[config.mk]
export PLATFORM = sky130hd
export DESIGN_NAME = key_mode_debouncer
export DESIGN_NICKNAME = d
export VERILOG_FILES = /design/src/rtl/key_mode_debouncer.sv
export SDC_FILE = /design/constraint.sdc
export NUM_CORES = 1
export LEC_CHECK = 0
export ABC_AREA = 1
export CORE_UTILIZATION = 23
export CTS_BUF_LIST = sky130_fd_sc_hd__clkbuf_8
export CTS_CLUSTER_DIAMETER = 30
export DETAILED_ROUTE_END_ITERATION = 10
export PLACE_DENSITY = 0.47
export SLEW_MARGIN = 0
export SYNTH_ARGS = -nofsm -noshare
export SYNTH_HDL_FRONTEND = slang
export SYNTH_SLANG_ARGS = --single-unit
export TNS_END_PERCENT = 1
[constraint.sdc]
create_clock -name clk -period 1.9 [get_ports clk]
set_clock_uncertainty 0.1 [all_clocks]
set_input_delay 0.285 -clock clk [delete_from_list [all_inputs] [get_ports clk]]
set_output_delay 0.285 -clock clk [all_outputs]
set_load 0.01 [all_outputs]
[src/rtl/key_mode_debouncer.sv]
// Push-button conditioner: synchronise, tick-sample and debounce active-low keys,
// then derive press/release/hold pulses and press-toggled state bits.
module key_mode_debouncer #(
  parameter int                NKEYS       = 4,
  parameter int                DIV         = 1024,
  parameter int                DEPTH       = 4,
  parameter int                HOLD_TICKS  = 1000,
  parameter logic [NKEYS-1:0]  TOGGLE_INIT = {NKEYS{1'b1}}
) (
  input  logic             clk,
  input  logic             rst,
  input  logic [NKEYS-1:0] key,
  output logic [NKEYS-1:0] key_down,
  output logic [NKEYS-1:0] key_press,
  output logic [NKEYS-1:0] key_release,
  output logic [NKEYS-1:0] key_hold,
  output logic [NKEYS-1:0] key_toggle,
  output logic             tick
);

  localparam int DIV_W  = (DIV > 1) ? $clog2(DIV) : 1;
  localparam int HOLD_W = $clog2(HOLD_TICKS + 1);

  localparam logic [DIV_W-1:0]  DIV_LAST = DIV_W'(DIV - 1);
  localparam logic [HOLD_W-1:0] HOLD_MAX = HOLD_W'(HOLD_TICKS);

  logic [NKEYS-1:0]  key_s1_q, key_s_q;
  logic [DIV_W-1:0]  div_q, div_d;
  logic              tick_q, tick_d;
  logic [DEPTH-1:0]  hist_q [NKEYS];
  logic [DEPTH-1:0]  hist_d [NKEYS];
  logic [HOLD_W-1:0] hcnt_q [NKEYS];
  logic [HOLD_W-1:0] hcnt_d [NKEYS];
  logic [NKEYS-1:0]  down_q, down_d;
  logic [NKEYS-1:0]  press_q, press_d;
  logic [NKEYS-1:0]  release_q, release_d;
  logic [NKEYS-1:0]  hold_q, hold_d;
  logic [NKEYS-1:0]  toggle_q, toggle_d;

  always_comb begin
    div_d     = (div_q == DIV_LAST) ? '0 : div_q + 1'b1;
    tick_d    = (div_q == DIV_LAST);
    down_d    = down_q;
    press_d   = '0;
    release_d = '0;
    hold_d    = '0;
    toggle_d  = toggle_q;
    for (int i = 0; i < NKEYS; i++) begin
      hist_d[i] = hist_q[i];
      hcnt_d[i] = hcnt_q[i];
      if (tick_q) begin
        hist_d[i] = {hist_q[i][DEPTH-2:0], key_s_q[i]};
        // Keys are active-low: a full history of zeros means held down.
        if (hist_d[i] == '0)
          down_d[i] = 1'b1;
        else if (&hist_d[i])
          down_d[i] = 1'b0;

        if (down_d[i] && !down_q[i]) begin
          press_d[i]  = 1'b1;
          toggle_d[i] = ~toggle_q[i];
          hcnt_d[i]   = '0;
        end else if (!down_d[i] && down_q[i]) begin
          release_d[i] = 1'b1;
          hcnt_d[i]    = '0;
        end else if (down_q[i] && hcnt_q[i] != HOLD_MAX) begin
          hcnt_d[i] = hcnt_q[i] + 1'b1;
          hold_d[i] = (hcnt_d[i] == HOLD_MAX);
        end
      end
    end
  end

  always_ff @(posedge clk) begin
    if (!rst) begin
      key_s1_q  <= '1;
      key_s_q   <= '1;
      div_q     <= '0;
      tick_q    <= 1'b0;
      down_q    <= '0;
      press_q   <= '0;
      release_q <= '0;
      hold_q    <= '0;
      toggle_q  <= TOGGLE_INIT;
      for (int i = 0; i < NKEYS; i++) begin
        hist_q[i] <= '1;
        hcnt_q[i] <= '0;
      end
    end else begin
      key_s1_q  <= key;
      key_s_q   <= key_s1_q;
      div_q     <= div_d;
      tick_q    <= tick_d;
      down_q    <= down_d;
      press_q   <= press_d;
      release_q <= release_d;
      hold_q    <= hold_d;
      toggle_q  <= toggle_d;
      for (int i = 0; i < NKEYS; i++) begin
        hist_q[i] <= hist_d[i];
        hcnt_q[i] <= hcnt_d[i];
      end
    end
  end

  assign key_down    = down_q;
  assign key_press   = press_q;
  assign key_release = release_q;
  assign key_hold    = hold_q;
  assign key_toggle  = toggle_q;
  assign tick        = tick_q;

endmodule
==> results.cfg <==
[setup_path]
crit_top_cell = nor2_1
max_stage_delay_ns = 0.38
reg2reg_to = hcnt_q[0][9]
arrival_ns = 2.09
end_kind = flip-flop
required_ns = 2.13
slowest_stage = or3_1
crit_chain = or3_1 > o21ai_2 > inv_1 > ha_2 > nor2_1 > buf_4 > inv_1 > a21oi_1 > nor2_1 > nor2_1
rrSetupSlack_ns = 0.04
crit_fanout = 8
r2r_cells = 10
r2r_start = key_s_q[0]
path_class = reg2reg
startpoint_type = flip-flop
cp-startpoint = key_s_q[0]

[clocking]
clk_latency_ns = 0.38
cts_buffers = 9
clkSinkCount = 91
cts_max_level = 3
clk_path_buf_depth = 2
postCtsSetupBuffers = 0
cts_tree = yes
path_clk_slew_ns = 0.09
cts_root_buf = clkbuf_8

[power]
internal_power_mw = 2.59
powerDensity_nw_per_um2 = 564
p_comb_share_pct = 2.5
switching_share_pct = 23.4
p_clk_share_pct = 40.5
p_leak_nw = 2.39
p_switching_uw = 792
vdd_drop_max_v = 0.000307
seq_power_share_pct = 57.0

[place]
io_buffer_count = 26
dp_hpwl_mm = 8.34
dp.cells = 1048
gp_congestion = 0.792

[logic_synthesis]
syn-num-nets = 762
synth_top_area_share_pct = 37.3
postSynthCellCount = 739
synth_edf_count = 0
yosysMostFrequentCell = nand2_1
synth_top_area_cell = dfxtp_1
synth_area_leaders = dfxtp_1, nand2_1, nor2_1, nand3_1, inv_1
syn_area_sq_um = 4880
synth_cell_types = 30
yosysSeqAreaShare_pct = 37.3
async_flop_share_pct = 0
syn_area_per_cell_sq_um = 6.60
ys.flop_type = dfxtp_1
yosysWarningCount = 0
ys_ff_latch = 91
ys_top_cells_by_count = nand2_1, nor2_1, dfxtp_1, nand3_1, inv_1

[floorplan]
initial_core_util_pct = 23.8
dieArea_sq_um = 21800
core_area_sq_um = 20500
io_pins = 27
die_h_microns = 148
die_width_microns = 148
core.rowCount = 52

[global_route]
grt_max_degree = 47
grt_pass1_vias = 4241
antenna_found_initial = 0
overflow = 0
grt_usage_pct = 11.4
grt_pass1_wl_mm = 20.1

[route]
drt_wl_total_mm = 11.7
top_layer_used = met4
m1WireLength_mm = 5.82
wl_per_cell_microns = 11.0
vias = 4550
drt_pass1_iterations = 4
wl_met2_mm = 5.31
vias_per_cell = 4.28
met3_length_microns = 403
route.detailed.drc = 0
antenna_left = 0
drt_iter0_markers = 134

[timing]
slew_headroom_pct = 49.3
tns_ns = 0
max_freq_mhz = 537
setup_viol = 0
fin_crit_sh_pct = 98.1
slew_viol_final = 0
fin_crit_ns = 1.86
finalHoldViolations = 0
tightest_slew_ns = 0.760
grt_setup_unrepaired = true

[cells_and_area]
n_fill_cell = 2301
drive_gt1_share_pct = 13.9
n_antenna_cell = 0
finalNonFillerCells = 1063
final_core_util_pct = 29.2
fin_nets = 812
area_growth_syn_to_layout_pct = 22.6

[run_status]
status = finished, final reports clean

[hold_path]
hold_depth = 2
hold_start = rst
hold_path_end = hist_q[1][2]
hp-class = in2reg

[job]
max-cap-violations = 0
## registers in the layout (all words and copies together) (netlist names)
name         flops
div_q           10
hist_q          12
key_down         4
key_s_q          4
key_release      4
tick             1
key_toggle       4
hcnt_q          40
key_s1_q         4
key_hold         4
key_press        4
## per-layer routing
layer | global-route usage (%) | up-vias
li1 | - | 2452
met1 | 14.7 | 2039
met2 | 18.6 | 51
met3 | 3.24 | 8
met4 | 3.25 | 0
met5 | 0 | -
## power by group through the flow
stage	combinational [mW]	sequential, mW	clock, mW
floorplan	0.0571	1.97	0
global placement	0.0867	1.97	0
detailed placement	0.0867	1.97	0
CTS	0.0866	1.93	1.44
global route	0.0955	1.93	1.52
finish	0.0849	1.93	1.37
## kinds of logic (layout without fill, tap and decap cells)
kind of cell | after synthesis | after routing | synth area share (%)
adders and majority gates | 17 | 17 | 4.36
xor gates and xnor gates | 8 | 8 | 1.44
buffers and inverters | 101 | 155 | 9.10
and+or+nand+nor | 446 | 446 | 39.6
DFF | 91 | 91 | 37.3
AOI/OAI and AO/OA | 76 | 76 | 8.23
## layout make-up
| type | instances | area (sq um) | share of cell area [%] |
|---|---|---|---|
| inverters | 78 | 293 | 4.89 |
| clock buffers | 10 | 138 | 2.30 |
| flip-flops and latches | 91 | 1830 | 30.6 |
| clock inverters | 5 | 52.6 | 0.878 |
| multi-input cells | 547 | 2730 | 45.5 |
| repair buffers | 62 | 607 | 10.1 |
| well taps | 270 | 338 | 5.64 |
## layout by cell type (no fill, tap or decap), types with 5 or more instances in the layout
cell type / synthesis / layout
nand2_1: 185 / 183
nor2_1: 130 / 126
dfxtp_1: 91 / 84
nand3_1: 83 / 82
inv_1: 78 / 77
a21oi_1: 44 / 43
buf_4: 2 / 29
clkdlybuf4s50_1: 0 / 24
o21ai_0: 21 / 18
nand2_2: 11 / 13
ha_1: 17 / 12
clkbuf_8: 0 / 10
or2_2: 9 / 9
xor2_1: 6 / 6
dfxtp_2: 0 / 6
buf_12: 0 / 6
o21ai_2: 0 / 5
nand3_2: 4 / 5
nand4_1: 5 / 5
## per-stage QoR
| stage | setup slack (ns) | instance area (sq um) | total power [mW] | hold WS, ns |
|---|---|---|---|---|
| floorplan | -0.0135 | 4880 | 2.03 | 0.292 |
| global placement | -0.000779 | 5670 | 2.06 | 0.296 |
| detailed placement | 0.0111 | 5670 | 2.06 | 0.300 |
| CTS | 0.000684 | 5870 | 3.46 | 0.0720 |
| global route | -0.0804 | 5990 | 3.54 | 0.0914 |
| finish | 0.0368 | 5990 | 3.38 | 0.108 |
## worst max-delay path: cells and delay by family, from the launching register on
| kind | cells | cell delay (ns) |
|---|---|---|
| AO/OA/AOI/OAI | 2 | 0.31 |
| adder cells (fa/ha/maj) | 1 | 0.17 |
| buffers and inverters | 3 | 0.31 |
| flip-flops | 1 | 0.33 |
| AND/OR/NAND/NOR | 4 | 0.59 |
## worst max-delay path by stage
stage	endpoint	slack (ns)	depth (start not counted)
after floorplan	hcnt_q[1][2]	-0.01	9
after global placement	key_hold[2]	-0.0008	11
after detailed placement	hcnt_q[0][9]	0.01	10
after CTS	tick	0.0007	1
after global routing	hcnt_q[0][0]	-0.08	10
final	hcnt_q[0][9]	0.04	10
## timing repair
action	in CTS	in global routing
resized for setup	3	33
hold buffers	0	0
pin swaps	0	14
setup endpoints to repair	4	44
(Power assumes the default switching activity.)
